`src/rtl/rf_pkg.sv`:
```
// Shared definitions for the parametrised clock-enabled register file.
package rf_pkg;

    typedef enum logic {
        CLEAR = 1'b0,
        READY = 1'b1
    } rf_state_e;

    localparam int RF_WIDTH_DEFAULT = 16;
    localparam int RF_DEPTH_DEFAULT = 8;

    // Address width; never below 1 so a 2-entry file still has an address bit.
    function automatic int rf_clog2(input int n);
        return (n <= 2) ? 1 : $clog2(n);
    endfunction

endpackage

```
`src/rtl/rf_param_clken_if.sv`:
```
// Write/read bus of the register file; master drives requests, slave returns data.
interface rf_param_clken_if
    import rf_pkg::*;
#(
    parameter int WIDTH = RF_WIDTH_DEFAULT,
    parameter int DEPTH = RF_DEPTH_DEFAULT
) ();
    localparam int AW = rf_clog2(DEPTH);

    logic             ce;
    logic             we;
    logic [AW-1:0]    waddr;
    logic [WIDTH-1:0] wdata;
    logic [AW-1:0]    raddr_a;
    logic [AW-1:0]    raddr_b;
    logic [WIDTH-1:0] qa;
    logic [WIDTH-1:0] qb;
    logic             busy;

    modport master (
        output ce, we, waddr, wdata, raddr_a, raddr_b,
        input  qa, qb, busy
    );

    modport slave (
        input  ce, we, waddr, wdata, raddr_a, raddr_b,
        output qa, qb, busy
    );
endinterface

```
`src/rtl/rf_read_port.sv`:
```
// One registered read port: write-first bypass, out-of-range zeroing, clock enable.
module rf_read_port #(
    parameter int WIDTH = 16,
    parameter int DEPTH = 8,
    parameter int AW    = 3
) (
    input  logic             clk_n,
    input  logic             rst,
    input  logic             ce,
    input  logic             clear,
    input  logic             we,
    input  logic [AW-1:0]    waddr,
    input  logic [WIDTH-1:0] wdata,
    input  logic [AW-1:0]    raddr,
    input  logic [WIDTH-1:0] rdata,
    output logic [WIDTH-1:0] q
);
    logic             in_range;
    logic [WIDTH-1:0] q_reg;

    assign in_range = (32'(raddr) < DEPTH);

    always_ff @(posedge clk_n) begin
        if (rst) begin
            q_reg <= '0;
        end else if (ce) begin
            if (clear || !in_range) begin
                q_reg <= '0;
            end else if (we && (waddr == raddr)) begin
                q_reg <= wdata;
            end else begin
                q_reg <= rdata;
            end
        end
    end

    assign q = q_reg;
endmodule

```
`src/rtl/rf_param_clken.sv`:
```
// DEPTH x WIDTH register file, one write and two read ports, with a
// post-reset hardware sweep that zeroes every entry before writes are accepted.
module rf_param_clken
    import rf_pkg::*;
#(
    parameter int WIDTH = RF_WIDTH_DEFAULT,
    parameter int DEPTH = RF_DEPTH_DEFAULT
) (
    input  logic clk_n,
    input  logic rst,
    rf_param_clken_if.slave bus
);
    localparam int AW = rf_clog2(DEPTH);

    rf_state_e        state_reg;
    logic [AW-1:0]    cnt_reg;
    logic [WIDTH-1:0] mem [DEPTH];
    logic             clear;
    logic             wr_in_range;
    logic [AW-1:0]    raddr [2];
    logic [WIDTH-1:0] q [2];

    assign clear       = (state_reg == CLEAR);
    assign wr_in_range = (32'(bus.waddr) < DEPTH);
    assign bus.busy    = clear;

    always_ff @(posedge clk_n) begin
        if (rst) begin
            state_reg <= CLEAR;
            cnt_reg   <= '0;
        end else if (bus.ce) begin
            case (state_reg)
                CLEAR: begin
                    if (32'(cnt_reg) == DEPTH - 1) begin
                        state_reg <= READY;
                        cnt_reg   <= '0;
                    end else begin
                        cnt_reg <= cnt_reg + AW'(1);
                    end
                end
                READY: state_reg <= READY;
                default: state_reg <= CLEAR;
            endcase
        end
    end

    // Storage has no reset so it maps onto RAM; the sweep provides the zeroing.
    always_ff @(posedge clk_n) begin
        if (!rst && bus.ce) begin
            if (clear) begin
                mem[cnt_reg] <= '0;
            end else if (bus.we && wr_in_range) begin
                mem[bus.waddr] <= bus.wdata;
            end
        end
    end

    assign raddr[0] = bus.raddr_a;
    assign raddr[1] = bus.raddr_b;

    for (genvar gi = 0; gi < 2; gi++) begin : g_port
        rf_read_port #(
            .WIDTH (WIDTH),
            .DEPTH (DEPTH),
            .AW    (AW)
        ) u_port (
            .clk_n (clk_n),
            .rst   (rst),
            .ce    (bus.ce),
            .clear (clear),
            .we    (bus.we),
            .waddr (bus.waddr),
            .wdata (bus.wdata),
            .raddr (raddr[gi]),
            .rdata (mem[raddr[gi]]),
            .q     (q[gi])
        );
    end

    assign bus.qa = q[0];
    assign bus.qb = q[1];
endmodule

```
`src/flat_wrapper.sv`:
```
// flat-port wrapper written by rule: the top's interface ports become plain ports
module rf_param_clken_flat import rf_pkg::*;
#(
    parameter int WIDTH = RF_WIDTH_DEFAULT,
    parameter int DEPTH = RF_DEPTH_DEFAULT
)
  (clk_n, rst, bus_ce, bus_we, bus_waddr, bus_wdata, bus_raddr_a, bus_raddr_b, bus_qa, bus_qb, bus_busy);
  rf_param_clken_if #(.WIDTH(WIDTH), .DEPTH(DEPTH)) bus_i ();
  input  logic clk_n;
  input  logic rst;
  input wire logic [$bits(bus_i.ce)-1:0] bus_ce;
  input wire logic [$bits(bus_i.we)-1:0] bus_we;
  input wire logic [$bits(bus_i.waddr)-1:0] bus_waddr;
  input wire logic [$bits(bus_i.wdata)-1:0] bus_wdata;
  input wire logic [$bits(bus_i.raddr_a)-1:0] bus_raddr_a;
  input wire logic [$bits(bus_i.raddr_b)-1:0] bus_raddr_b;
  output wire logic [$bits(bus_i.qa)-1:0] bus_qa;
  output wire logic [$bits(bus_i.qb)-1:0] bus_qb;
  output wire logic [$bits(bus_i.busy)-1:0] bus_busy;
  assign bus_i.ce = bus_ce;
  assign bus_i.we = bus_we;
  assign bus_i.waddr = bus_waddr;
  assign bus_i.wdata = bus_wdata;
  assign bus_i.raddr_a = bus_raddr_a;
  assign bus_i.raddr_b = bus_raddr_b;
  assign bus_qa = bus_i.qa;
  assign bus_qb = bus_i.qb;
  assign bus_busy = bus_i.busy;
  rf_param_clken #(.WIDTH(WIDTH), .DEPTH(DEPTH)) u_core (.clk_n(clk_n), .rst(rst), .bus(bus_i));
endmodule
```
`config.mk`:
```
export PLATFORM = sky130hd
export DESIGN_NAME = rf_param_clken_flat
export DESIGN_NICKNAME = d
export VERILOG_FILES = /design/src/rtl/rf_pkg.sv /design/src/rtl/rf_param_clken_if.sv /design/src/rtl/rf_read_port.sv /design/src/rtl/rf_param_clken.sv /design/src/flat_wrapper.sv
export SDC_FILE = /design/constraint.sdc
export NUM_CORES = 1
export LEC_CHECK = 0
export ABC_CLOCK_PERIOD_IN_PS = 6900
export CORE_MARGIN = 4
export CORE_UTILIZATION = 35
export CTS_CLUSTER_DIAMETER = 50
export DETAILED_ROUTE_END_ITERATION = 7
export RECOVER_POWER = 50
export SLEW_MARGIN = 20
export SYNTH_ARGS = -nofsm -noshare
export SYNTH_HDL_FRONTEND = slang
export SYNTH_HIERARCHICAL = 1
export SYNTH_SLANG_ARGS = --single-unit
export TNS_END_PERCENT = 30
```
`constraint.sdc`:
```
create_clock -name clk_n -period 6.9 [get_ports clk_n]
set_clock_uncertainty 0.15 [all_clocks]
set_input_delay 1.035 -clock clk_n [delete_from_list [all_inputs] [get_ports clk_n]]
set_output_delay 1.035 -clock clk_n [all_outputs]
set_load 0.01 [all_outputs]
```
# ---- Word-level counts from Yosys, hierarchy flattened
# Memories as Yosys holds them, arrays and structs flattened.
# Cells that the tools add are included.
dict set report classes {
  addsub 1
  n_mul 0
  div_mod_pow 0
  order_cmp 0
  n_eq_ne 3
  shifts 0
  mux 17
  n_bitwise 1
  n_reduce_logical 6
}
# cell n
set ops {}
lappend ops {{$mux W16} 5}
lappend ops {{$reduce_or A16 Y1} 1}
lappend ops {{$mux W1} 9}
lappend ops {{$eq A3 B3 Y1} 2}
lappend ops {{$mux W3} 2}
lappend ops {{$add A3 B1 Y3 const B} 1}
lappend ops {{$eq A3 B3 Y1 const B} 1}
lappend ops {{$logic_and A1 B1 Y1} 3}
lappend ops {{$pmux W1 S2} 1}
lappend ops {{$reduce_and A2 Y1} 1}
lappend ops {{$logic_not A1 Y1} 1}
lappend ops {{$not A1 Y1} 1}
dict set report word_totals {
  register_bits 36
  latch_bits 0
  ramBits 128
  romBits 0
  input_bits 29
  out_inout_bits 33
  word_cells 33
  mem_count 1
}
# memory depth word_bits read_ports rd_ports_with_merged_regs wr line
set memory_table {}
lappend memory_table {u_core.mem 8 16 2 0 1 rf_param_clken.sv:17} ;# logic [WIDTH-1:0] mem [DEPTH];

# ---- Logic depth before layout (Yosys ltp)
dict set report depth {
  word_depth 6
  depth_mapped 7
}

# ---- By module
# Netlist, hierarchy kept.
# mod instances cells_each area_per_inst_um2 seq_area_each_um2
set by_module_without_submodules {}
lappend by_module_without_submodules {rf_param_clken 1 305 6426.2 3923.8}
lappend by_module_without_submodules {rf_read_port 2 115 1018.5 320.3}

# ---- Worst setup path after synthesis
# No wires, ideal clock.
dict set report synth_path {
  path_kind {input to register}
  from {input rst}
  to {memory u_core.mem[6][0], enable pin}
  setup_time_ns 0.388
  t_arrival_ns 2.339
  slack_ns 4.022
  path_stages 3
  n_path_buf 0
  path_cell_list {and4b_1 > mux2_2 > nor2_1}
}
dict set report synth_via {
  elab_chain_len 6
  word_cells_on_any_way 9
  classes_between {mux (6); reduce/logical (3)}
}
# element line
set synth_rtl {}
lappend synth_rtl {{from (decl)} flat_wrapper.sv:10} ;# input logic rst;
lappend synth_rtl {{$logic_not A1 Y1 (*)} rf_param_clken.sv:49} ;# if (!rst && bus.ce) begin
lappend synth_rtl {{$logic_and A1 B1 Y1 (*)} rf_param_clken.sv:49}
lappend synth_rtl {{$mux W1} rf_param_clken.sv:49}
lappend synth_rtl {{$mux W1 (not written as such)} rf_param_clken.sv:53} ;# mem[bus.waddr] <= bus.wdata;
lappend synth_rtl {{$reduce_or A16 Y1 (no line)} -}
lappend synth_rtl {{$mux W3 (no line) or $mux W1 (tied branches)} -}
lappend synth_rtl {{to (decl)} rf_param_clken.sv:17}
# Mark *: on every way between the ends. The rest lies on a longest branch, timed or not.

# ---- Final worst setup path
dict set report layout_path {
  from {input rst}
  to {memory u_core.mem[6][2], enable pin}
}
# The elaborated chain is that of the path after synthesis.

==> flow_summary.json <==
{
  "period_minus_slack_ps": 4380,
  "die-area_sq_um": 26700,
  "cts_tree": "built",
  "holdWs_ps": 307,
  "synth_warnings": 6,
  "nets": 620,
  "synth_common_cells": "128 x edfxtp_1, 66 x nand2_1, 56 x mux4_1, 36 x dfxtp_1, 33 x mux2_2",
  "critPathLaunch": "rst",
  "setup-tns-final_ps": 0,
  "diodes": 0,
  "multiInputGateArea_sq_um": 3650,
  "drive_gt1_share_pct": 19.9,
  "first_pass_iters": 6,
  "grt_max_degree": 43,
  "die_y_um": 164,
  "worstSkewPairLatency_ps": 430,
  "power_density_nw_per_um2": 217,
  "synthesis.area_sq_um": 8460,
  "hp-start": "u_core/g_port[0].u_port/q[8]",
  "synth-async-reset-ratio_pct": 0,
  "drv_cap": 1,
  "crit_path_max_fanout": 42,
  "post_cts_buffers": 0,
  "hold_class": "reg2reg",
  "synth_cells": 535,
  "fillers": 2149,
  "clkTransAtPathRegs_ps": 70,
  "crit_family": "buffers and inverters",
  "globalplace.congestion": 0.821,
  "setup_violations": 0,
  "slowest_stage": "clkbuf_1",
  "ys_seq_elements": 164,
  "cts_max_level": 4,
  "cts_resized": 0,
  "worst_slack_ps": 2520,
  "cts-root-buf": "clkbuf_16",
  "worst_pin_slew_ps": 1970,
  "viasPerCell": 5.64,
  "synth.avg_cell_area_sq_um": 15.8,
  "grt_pass1_vias": 5284,
  "fp.coreArea_sq_um": 23600,
  "rsz0062_at_grt": "no",
  "yosysMostFrequentCell": "edfxtp_1",
  "grt.total_usage_pct": 16.1,
  "ys_types": 30,
  "area.sequential_sq_um": 4560,
  "drc_errors": 0,
  "num_vias": 5199,
  "yosys_most_used_dff": "edfxtp_1",
  "synth_edf_count": 128,
  "area_growth_pct": 17.3,
  "synth.area.top_cells": "edfxtp_1 45%, mux4_1 17%, dfxtp_1 8.5%",
  "grt_pass1_wl_um": 32500,
  "cp_num_buf_inv": 3,
  "syn-num-nets": 566,
  "wl_um": 21200,
  "rows": 56,
  "crit_type": "in2reg",
  "cts-buffers-inserted": 17,
  "hold_viol_final": 0,
  "crit_arrival_ps": 4330,
  "hold_buffers": 0,
  "p_leak_nw": 3.23,
  "outcome": "finished with violations",
  "drtIter0Drc": 390,
  "post_dp_cell_area_sq_um": 9350,
  "largest_register_ffs": 128,
  "slew_violations": 43,
  "path_cells": "dlygate4sd3_1 > clkbuf_1 > and4b_1 > mux2_2 > nor2_1 > buf_4",
  "io_buffers": 61,
  "pre_cts_ws_ps": 2650,
  "ir_drop_mv": 0.191,
  "clock_path_buffers": 2,
  "fmaxAchievable_mhz": 228,
  "max_stage_delay_ps": 1410,
  "seq_area_frac_synth_pct": 53.9,
  "fin_crit_sh_pct": 63.4,
  "endpoint_kind": "register",
  "critPathRequiredTime_ps": 6850,
  "wl_per_cell_um": 23.1,
  "start_util_pct": 35.8,
  "antenna_found_initial": 0,
  "synth_top_area_share_pct": 45.4,
  "yosys.area.top_type": "edfxtp_1",
  "slew_headroom_pct": -31.5,
  "violations": "max-capacitance violations, max-slew violations",
  "clkSinkCount": 164,
  "die_x_um": 164,
  "overflow": 0,
  "num_io_pins": 62,
  "ant_nets": 0,
  "reg2reg_from": "u_core/state_reg",
  "finalInstanceArea_sq_um": 9930,
  "cp-start-kind": "input port",
  "hpwl_um": 14100
}
==> cells in the final DEF, fill, tap and decap left out, drive strengths merged, types with 18 or more instances in the layout <==
cell type / count
edfxtp: 128
mux4: 64
clkbuf: 18
nor4bb: 32
nor2: 18
dfxtp: 36
dlygate4sd3: 34
mux2: 33
clkdlybuf4s50: 23
buf: 21
o41ai: 32
o211ai: 32
nand2: 66
==> cell families (layout without fill, tap and decap cells) <==
| family | count (synthesis) | after routing | synth area share [%] |
|---|---|---|---|
| DFF | 164 | 164 | 53.9 |
| muxes | 103 | 103 | 24.6 |
| xor gates and xnor gates | 6 | 6 | 0.621 |
| AOI/OAI and AO/OA | 67 | 67 | 7.51 |
| and+or+nand+nor | 146 | 146 | 9.98 |
| buffers and inverters | 47 | 114 | 3.05 |
| adders and majority gates | 2 | 2 | 0.296 |
==> through the flow <==
step	total power, mW	std cells	utilization [%]
after floorplan	1.19	535	-
after global placement	1.25	889	39.6
after detailed placement	1.26	889	39.6
after CTS	2.18	921	42.1
after global routing	2.24	921	42.0
final	2.16	921	42.0
==> area by class of cell <==
class,count,area share [%]
inverters,3,0.113
flip-flops and latches,164,46.0
multi-input cells,324,36.8
clock buffers,17,4.28
clock inverters,15,1.55
well taps,319,4.02
repair buffers,79,7.27
==> power breakdown <==
| part | total (mW) | switching (mW) | internal [mW] |
|---|---|---|---|
| logic | 0.169 | 0.0953 | 0.0735 |
| clock network | 0.925 | 0.438 | 0.486 |
| registers | 1.07 | 0.00504 | 1.06 |
| total | 2.16 | 0.539 | 1.62 |
==> tightest hold or removal path: stages, from the launching register on <==
cell and delay (ps):
dfxtp_1 320, nand2_1 60, o211ai_2 50
==> metal layers <==
layer | part of all wire, % | wire length, um | vias up | global-route usage, %
li1 | - | - | 2360 | -
met1 | 44 | 9330 | 2671 | 20.7
met2 | 50 | 10600 | 147 | 27.3
met3 | 5.0 | 1070 | 21 | 3.79
met4 | 1.4 | 292 | 0 | 4.80
met5 | 0 | 0 | - | 0
==> worst paths after layout <==
kind	to	slack (ps)	depth (start not counted)
worst max-delay path	u_core/mem[6][2]	2520	6
worst min-delay path	u_core/g_port[0].u_port/q[8]	310	2
worst max register to register	u_core/mem[6][2]	4410	4
worst min register to register	u_core/g_port[0].u_port/q[8]	310	2
(Power assumes the default switching activity.)
